$ cat src/rtl/dem_tree_encoder.sv
// Tree DEM encoder: saturated binary code -> 2^CODE_W unit-element select mask, PN-steered odd splits.
// Capture stage plus one switching-block layer per clock; CODE_W cycles latency, no backpressure.
module dem_tree_encoder #(
   parameter int CODE_W = 3
) (
   input  logic                 clk_i,
   input  logic                 reset_i,
   input  logic                 pn_seq_i,
   input  logic                 dem_en_i,
   input  logic                 valid_i,
   input  logic [CODE_W:0]      code_i,
   output logic                 valid_o,
   output logic [2**CODE_W-1:0] elem_o,
   output logic                 sat_o
);
   localparam int NUM_EL = 2**CODE_W;
   localparam int NUM_SB = NUM_EL - 1;
   localparam logic [CODE_W:0] FULL = (CODE_W+1)'(NUM_EL);

   logic [NUM_SB-1:0] r_q, r_d;
   logic              cap_vld_q, cap_vld_d;
   logic [CODE_W:0]   cap_code_q, cap_code_d;
   logic              sat_q, sat_d;

   always_comb begin
      r_d        = {r_q[NUM_SB-2:0], pn_seq_i};
      cap_vld_d  = valid_i;
      cap_code_d = cap_code_q;
      sat_d      = sat_q;
      if (valid_i) begin
         if (code_i > FULL) begin
            cap_code_d = FULL;
            sat_d      = 1'b1;
         end else begin
            cap_code_d = code_i;
         end
      end
   end

   always_ff @(posedge clk_i) begin
      if (reset_i) begin
         r_q        <= '0;
         cap_vld_q  <= 1'b0;
         cap_code_q <= '0;
         sat_q      <= 1'b0;
      end else begin
         r_q        <= r_d;
         cap_vld_q  <= cap_vld_d;
         cap_code_q <= cap_code_d;
         sat_q      <= sat_d;
      end
   end

   // Layer l splits 2^l values; steer_q carries the steer bits for this layer and all deeper ones.
   for (genvar l = 0; l < CODE_W; l++) begin : g_layer
      localparam int IW  = CODE_W + 1 - l;
      localparam int OW  = CODE_W - l;
      localparam int NB  = 2**l;
      localparam int PNB = NB / 2;
      localparam int SW  = NUM_SB - NB + 1;

      logic [IW-1:0] in_val [NB];
      logic          in_vld;
      logic [SW-1:0] steer_q, steer_d;
      logic [OW-1:0] val_q [2*NB];
      logic [OW-1:0] val_d [2*NB];
      logic          vld_q, vld_d;

      if (l == 0) begin : g_src
         assign in_val[0] = cap_code_q;
         assign in_vld    = cap_vld_q;
         assign steer_d   = valid_i ? (dem_en_i ? r_q : '1) : steer_q;
      end else begin : g_src
         assign in_val  = g_layer[l-1].val_q;
         assign in_vld  = g_layer[l-1].vld_q;
         assign steer_d = g_layer[l-1].in_vld ? g_layer[l-1].steer_q[NUM_SB-PNB:PNB] : steer_q;
      end

      // Odd value: the extra unit goes to the upper child when the steer bit is 1.
      always_comb begin
         vld_d = in_vld;
         val_d = val_q;
         if (in_vld) begin
            for (int b = 0; b < NB; b++) begin
               val_d[2*b+1] = in_val[b][IW-1:1] + OW'(in_val[b][0] & steer_q[b]);
               val_d[2*b]   = OW'(in_val[b] - IW'(val_d[2*b+1]));
            end
         end
      end

      always_ff @(posedge clk_i) begin
         if (reset_i) begin
            vld_q   <= 1'b0;
            val_q   <= '{default: '0};
            steer_q <= '0;
         end else begin
            vld_q   <= vld_d;
            val_q   <= val_d;
            steer_q <= steer_d;
         end
      end
   end

   always_comb begin
      valid_o = g_layer[CODE_W-1].vld_q;
      for (int i = 0; i < NUM_EL; i++) begin
         elem_o[i] = g_layer[CODE_W-1].val_q[i][0];
      end
   end

   assign sat_o = sat_q;

endmodule

$ cat config.mk
export PLATFORM = sky130hd
export DESIGN_NAME = dem_tree_encoder
export DESIGN_NICKNAME = d
export VERILOG_FILES = /design/src/rtl/dem_tree_encoder.sv
export SDC_FILE = /design/constraint.sdc
export NUM_CORES = 1
export LEC_CHECK = 0
export BUFFER_PORTS_ARGS = -buffer_cell sky130_fd_sc_hd__buf_2
export CORE_MARGIN = 3
export CORE_UTILIZATION = 60
export CTS_CLUSTER_SIZE = 8
export DETAILED_ROUTE_END_ITERATION = 16
export PLACE_DENSITY = 0.91
export SLEW_MARGIN = 20
export SYNTH_ARGS = -nofsm -noshare
export SYNTH_HDL_FRONTEND = slang
export SYNTH_SLANG_ARGS = --single-unit
$ cat constraint.sdc
create_clock -name clk_i -period 3.8 [get_ports clk_i]
set_input_delay 0.95 -clock clk_i [delete_from_list [all_inputs] [get_ports clk_i]]
set_output_delay 0.95 -clock clk_i [all_outputs]
set_load 0.02 [all_outputs]
==> impl_metrics.env, run 1 <==
export IMPL_r2r_start="cap_code_q[0]"
export IMPL_crit_type="flop to flop"
export IMPL_critPathRequiredTime_ns=4.10
export IMPL_synth_top_cell_by_area="dfxtp_1"
export IMPL_hold_viol_final=0
export IMPL_hold_path_class="flop to flop"
export IMPL_drcViolationCount=0
export IMPL_clock_skew_ns=0.00343
export IMPL_max_slew_margin_rel_pct=39.8
export IMPL_synth_cell_type_count=25
export IMPL_gr_total_overflow=0
export IMPL_grt_pass1_vias=1301
export IMPL_drv_slew=0
export IMPL_routed_via_density=5.13
export IMPL_cp_arrival_ns=2.31
export IMPL_synth_area_top_cells="dfxtp_1 (52%), nor2_1 (7.6%), mux2i_1 (7.1%)"
export IMPL_post_cts_resized=0
export IMPL_dp_hpwl_um=2220
export IMPL_final_nets=238
export IMPL_p_leak_nw=0.864
export IMPL_grt_start_max_net_pins=56
export IMPL_ys_seq_area_share_pct=52.1
export IMPL_crit_path_top_delay_cell="fa_1"
export IMPL_tns_ns=0
export IMPL_crit_fanout=4
export IMPL_hold_buffers=0
export IMPL_insertion_delay_ns=0.37
export IMPL_cts_sinks=55
export IMPL_die_h_um=65.4
export IMPL_fin_util_pct=69.9
export IMPL_fmax_ghz=0.498
export IMPL_path_cells="and2_1 -> ha_1 -> ha_1 -> fa_1 -> xnor2_1 -> xnor2_1 -> a211oi_2"
export IMPL_fin_crit_sh_pct=52.9
export IMPL_rsz0062_at_grt="no"
export IMPL_h_tree_depth=2
export IMPL_rr_worst_depth=7
export IMPL_ys_warn_count=0
export IMPL_worst_slew_pin_slew_ns=0.903
export IMPL_tritoncts="done"
export IMPL_ys_ff_latch=55
export IMPL_maxCapViolCount=0
export IMPL_rows=20
export IMPL_initial_utilization_pct=66.0
export IMPL_grt_pass1_wl_um=5510
export IMPL_gp_congestion=0.712
export IMPL_cp_slowest_stage_delay_ns=0.41
export IMPL_core_area_um2=3200
export IMPL_numPortBuffers=18
export IMPL_synth_ff_type="dfxtp_1"
export IMPL_r2r_end="g_layer[0].val_q[5]"
export IMPL_final_antenna_net_count=0
export IMPL_numCtsBuffers=5
export IMPL_r2r_slack_ns=1.79
export IMPL_die_area_um2=4270
export IMPL_hp_start="r_q[5]"
export IMPL_synth_top_area_share_pct=52.1
export IMPL_syn_area_um2=2110
export IMPL_fillers=270
export IMPL_clk_pin_slew_ns=0.13
export IMPL_antenna_cells=0
export IMPL_die_width_um=65.4
export IMPL_finalCriticalPeriod_ns=2.01
export IMPL_drt_pass1_iterations=4
export IMPL_drive_gt1_share_pct=11.6
export IMPL_area_delta_synth_final_pct=5.92
export IMPL_io_pins=19
export IMPL_power_density_nw_per_um2=421
export IMPL_syn_nets=227
export IMPL_wire_per_inst_um=11.8
export IMPL_synth_common_cells="dfxtp_1 (55), nor2_1 (43), a211oi_1 (15), mux2i_1 (15), nor2b_1 (15)"
export IMPL_vias=1375
export IMPL_worst_setup_path_start_kind="flop"
export IMPL_fin_area_um2=2240
export IMPL_syn_area_per_cell_um2=9.93
export IMPL_status="finished, final reports clean"
export IMPL_end_kind="flop"
export IMPL_synth_most_common_cell="dfxtp_1"
export IMPL_wirelength_um=3160
export IMPL_antenna_found_initial=0
export IMPL_post_cts_buffers=0
export IMPL_synth_cells=213
export IMPL_ys_async_sr_fraction_pct=0
export IMPL_synth_edff_count=0
export IMPL_hold_path_depth=2
export IMPL_drt_iter0_drc=79
export IMPL_setup_violations=0
export IMPL_ir_worst_vdd_mv=0.239
export IMPL_grtUsageTotal_pct=16.9
export IMPL_ctsRootBufferMaster="clkbuf_4"
export IMPL_cts_path_max_buffers=2
export IMPL_post_dp_cell_area_um2=2180
export IMPL_hold_path_end="r_q[6]"
[through the flow]
stage	cells	hold slack, ns	setup slack (ns)	total power, mW
after CTS	268	0.456	1.78	0.958
final	268	0.452	1.79	0.943
after global placement	261	0.426	1.67	0.705
after detailed placement	261	0.437	1.67	0.708
after floorplan	213	0.416	1.92	0.692
after global routing	268	0.490	1.67	0.995
[flip-flops by register name (all words and copies together), names as in the netlist]
register	flops
g_layer.steer_q	17
g_layer.val_q	14
elem_o	8
r_q	7
cap_code_q	4
g_layer.vld_q	2
cap_vld_q	1
sat_o	1
valid_o	1
[layout make-up]
class / count / area [um^2] / share of cell area (%)
clock buffer: 6 / 51.3 / 2.29
clock inverter: 1 / 5.00 / 0.223
inverter: 3 / 11.3 / 0.503
multi-input combinational: 141 / 926 / 41.3
sequential: 55 / 1100 / 49.2
tap: 44 / 55.1 / 2.46
timing repair buffer: 18 / 90.1 / 4.02
[logic make-up (layout without fill, tap and decap cells)]
group	Yosys count	after routing	synth area share, %
and+or+nand+nor	74	74	16.0
DFF	55	55	52.1
AOI/OAI and AO/OA	29	29	9.88
xor gates and xnor gates	18	18	7.46
buffers and inverters	17	28	4.14
muxes	15	15	7.10
adders and majority gates	5	5	3.31
[layer usage]
metal,track usage (%),vias to the layer above,routed length (um)
li1,-,727,-
met1,17.4,619,1420
met2,30.3,25,1550
met3,6.67,4,153
met4,6.99,0,32
met5,0,-,0
[power by group]
group / internal [mW] / switching (mW) / leakage, nW / total (mW)
Clock: 0.0860 / 0.162 / 0.0341 / 0.248
Combinational: 0.0363 / 0.0392 / 0.380 / 0.0755
Sequential: 0.599 / 0.0203 / 0.449 / 0.619
Total: 0.721 / 0.222 / 0.864 / 0.943
[worst max-delay path, delay by kind of cell, from the launching register on]
kind,cells,cell delay (ns)
DFF,1,0.37
and+or+nand+nor,1,0.17
AOI/OAI and AO/OA,1,0.21
adders and majority gates,3,0.90
xor gates and xnor gates,2,0.28
[layout by cell type (no fill, tap or decap), drive strengths merged]
cell type,synthesis,layout
xnor2,14,14
dfxtp,55,55
and2,3,3
fa,1,1
nand2,7,7
xor2,4,4
mux2i,15,15
nor2b,15,15
inv,3,3
a2bb2oi,1,1
buf,13,18
nor2,43,43
clkinv,0,1
ha,4,4
clkbuf,1,6
a21oi,2,2
a211oi,16,16
o22ai,8,8
or3,1,1
nand3b,1,1
a31oi,1,1
a311oi,1,1
nand2b,4,4
[worst max-delay path by stage]
stage	start	depth (start not counted)	slack, ns	end
after global placement	reset_i	3	1.67	g_layer[1].val_q[3]
after global routing	cap_code_q[0]	7	1.67	g_layer[0].val_q[5]
after floorplan	cap_code_q[0]	7	1.92	g_layer[0].val_q[5]
after CTS	cap_code_q[0]	7	1.78	g_layer[0].val_q[5]
after detailed placement	reset_i	3	1.67	g_layer[1].val_q[3]
final	cap_code_q[0]	7	1.79	g_layer[0].val_q[5]
(Power assumes the default switching activity.)
==> run 2, diff against run 1 <==
--- a/config.mk
+++ b/config.mk
@@ -7,10 +7,10 @@
 export LEC_CHECK = 0
 export BUFFER_PORTS_ARGS = -buffer_cell sky130_fd_sc_hd__buf_2
 export CORE_MARGIN = 3
-export CORE_UTILIZATION = 60
+export CORE_UTILIZATION = 57
 export CTS_CLUSTER_SIZE = 8
 export DETAILED_ROUTE_END_ITERATION = 16
-export PLACE_DENSITY = 0.91
+export PLACE_DENSITY = 0.88
 export SLEW_MARGIN = 20
 export SYNTH_ARGS = -nofsm -noshare
 export SYNTH_HDL_FRONTEND = slang
==> constraint.sdc (replaced) <==
create_clock -name clk_i -period 1.95 [get_ports clk_i]
set_input_delay 0.4875 -clock clk_i [delete_from_list [all_inputs] [get_ports clk_i]]
set_output_delay 0.4875 -clock clk_i [all_outputs]
set_load 0.02 [all_outputs]
==> run 2 against run 1 <==
- clock-buffer cell count is 1 lower
- core utilization is 1.5 points lower
- setup slack worse by 1.7 ns
- final area is 5.2% higher
- sequential share of layout area is 2.4 points lower
- first-iteration DRC count is 15% lower
- worst hold slack worse by 0.064 ns
- fmax is 9.4% higher
==> impl_metrics.env, run 2 (synthesis results as in run 1) <==
export IMPL_wirelength_um=3230
export IMPL_switching_share_pct=22.6
export IMPL_numCtsBuffers=5
export IMPL_drt_iter0_drc=67
export IMPL_p_comb_share_pct=7.7
export IMPL_gr_total_overflow=0
export IMPL_grt_pass1_wl_um=5640
export IMPL_setup_slack_ns=0.113
export IMPL_setup_violations=0
export IMPL_dp_hpwl_um=2290
export IMPL_power_mw=2.10
export IMPL_seqPwrFrac_pct=57.3
export IMPL_largest_reg_flops=17
export IMPL_rows=21
export IMPL_die_width_um=66.9
export IMPL_final_common_cell="dfxtp_1"
export IMPL_h_tree_depth=2
export IMPL_final_antenna_net_count=0
export IMPL_startpoint="cap_code_q[0]"
export IMPL_hp_start="dem_en_i"
export IMPL_initial_utilization_pct=61.4
export IMPL_cp_arrival_ns=2.00
export IMPL_fmax_ghz=0.544
export IMPL_p_clk_share_pct=35.1
export IMPL_core_area_um2=3440
export IMPL_numPortBuffers=18
export IMPL_vias=1375
export IMPL_wire_per_inst_um=11.8
export IMPL_grt_start_max_net_pins=33
export IMPL_worst_slew_pin_slew_ns=0.711
export IMPL_place_ws_ns=-0.00153
export IMPL_hold_path_class="input port to flop"
export IMPL_finalCriticalPeriod_ns=1.84
export IMPL_drcViolationCount=0
export IMPL_clk_pin_slew_ns=0.09
export IMPL_maxCapViolCount=0
export IMPL_drive_gt1_share_pct=14.5
export IMPL_ir_worst_vdd_mv=0.625
export IMPL_crit_fanout=2
export IMPL_worst_setup_path_start_kind="flop"
export IMPL_die_h_um=66.9
export IMPL_gp_congestion=0.767
export IMPL_grtUsageTotal_pct=16.8
export IMPL_hold_viol_final=0
export IMPL_antenna_found_initial=0
export IMPL_antenna_cells=0
export IMPL_post_cts_buffers=0
export IMPL_crit_type="flop to flop"
export IMPL_tritoncts="done"
export IMPL_regMostFlops="g_layer.steer_q"
export IMPL_drv_slew=0
export IMPL_drt_pass1_iterations=4
export IMPL_status="finished, final reports clean"
export IMPL_p_leak_nw=0.906
export IMPL_mostFrequentLayoutCells="dfxtp_1 (55), nor2_1 (43), buf_2 (18)"
export IMPL_area_delta_synth_final_pct=11.4
export IMPL_io_pins=19
export IMPL_end_kind="flop"
export IMPL_critPathRequiredTime_ns=2.12
export IMPL_fin_crit_sh_pct=94.2
export IMPL_cts_path_max_buffers=2
export IMPL_switchingPower_uw=476
export IMPL_final_nets=241
export IMPL_power_density_nw_per_um2=893
export IMPL_r2r_start="cap_code_q[0]"
export IMPL_grt_pass1_vias=1242
export IMPL_cts_sinks=55
export IMPL_die_area_um2=4480
export IMPL_ctsRootBufferMaster="clkbuf_8"
export IMPL_routed_via_density=5.02
export IMPL_clock_skew_ns=0.00483
export IMPL_max_slew_margin_rel_pct=52.5
export IMPL_intPower_mw=1.63
export IMPL_rsz0062_at_grt="no"
export IMPL_insertion_delay_ns=0.30
run 2: changes by cell type in the layout (fill, tap and decap cells not counted), sizes merged:
cell | before | now
clkbuf | 6 | 5
clkinv | 1 | 2
buf | 18 | 21
bufinv | 0 | 1
run 2: final cells by class:
class	instances	area, um^2
Sequential cell	55	1100
Fill cell	274	1090
Multi-Input combinational cell	141	948
Timing Repair Buffer	21	125
Clock buffer	5	68.8
Tap cell	46	57.6
Clock inverter	3	43.8
Inverter	3	11.3
run 2: stage by stage:
step	setup TNS [ns]	std cells	util (%)	instance area, um^2	hold slack [ns]
finish	0	274	68.4	2360	0.388
global route	0	274	68.4	2360	0.394
CTS	0	274	68.1	2340	0.378
detailed placement	-0.00153	266	64.5	2220	0.430
global placement	0	266	64.5	2220	0.422
floorplan	0	213	-	2110	0.416
run 2: power by group through the flow:
stage,Clock (mW),Sequential (mW),Combinational [mW]
floorplan,0,1.22,0.127
global placement,0,1.23,0.152
detailed placement,0,1.23,0.157
CTS,0.756,1.21,0.160
global route,0.805,1.21,0.181
finish,0.738,1.20,0.161
run 2: worst max-delay path, cell delays in order, from the launching register on:
cell and delay (ns):
dfxtp_1 0.32, and2_1 0.15, ha_1 0.21, ha_4 0.24, fa_2 0.37, xnor2_2 0.14, xnor2_1 0.19, a211oi_2 0.08
run 2: final timing paths:
check | to | slack, ns | cells after the start
max reg2reg | g_layer[0].val_q[5] | 0.11 | 7
min | g_layer[0].steer_q[5] | 0.39 | 2
min reg2reg | r_q[6] | 0.44 | 2
max | g_layer[0].val_q[5] | 0.11 | 7
run 2: routing by layer:
| layer | track usage [%] | up-vias | share of wire (%) |
|---|---|---|---|
| met3 | 4.55 | 7 | 4.0 |
| met5 | 0 | - | 0 |
| met4 | 6.84 | 0 | 1.6 |
| li1 | - | 735 | - |
| met1 | 20.1 | 607 | 48 |
| met2 | 28.3 | 26 | 47 |
run 2: what timing repair did:
action | in CTS | in global routing
pin swaps | 0 | 1
gates resized for setup | 2 | 1
endpoints found under the setup margin | 1 | 1
hold buffers | 0 | 0
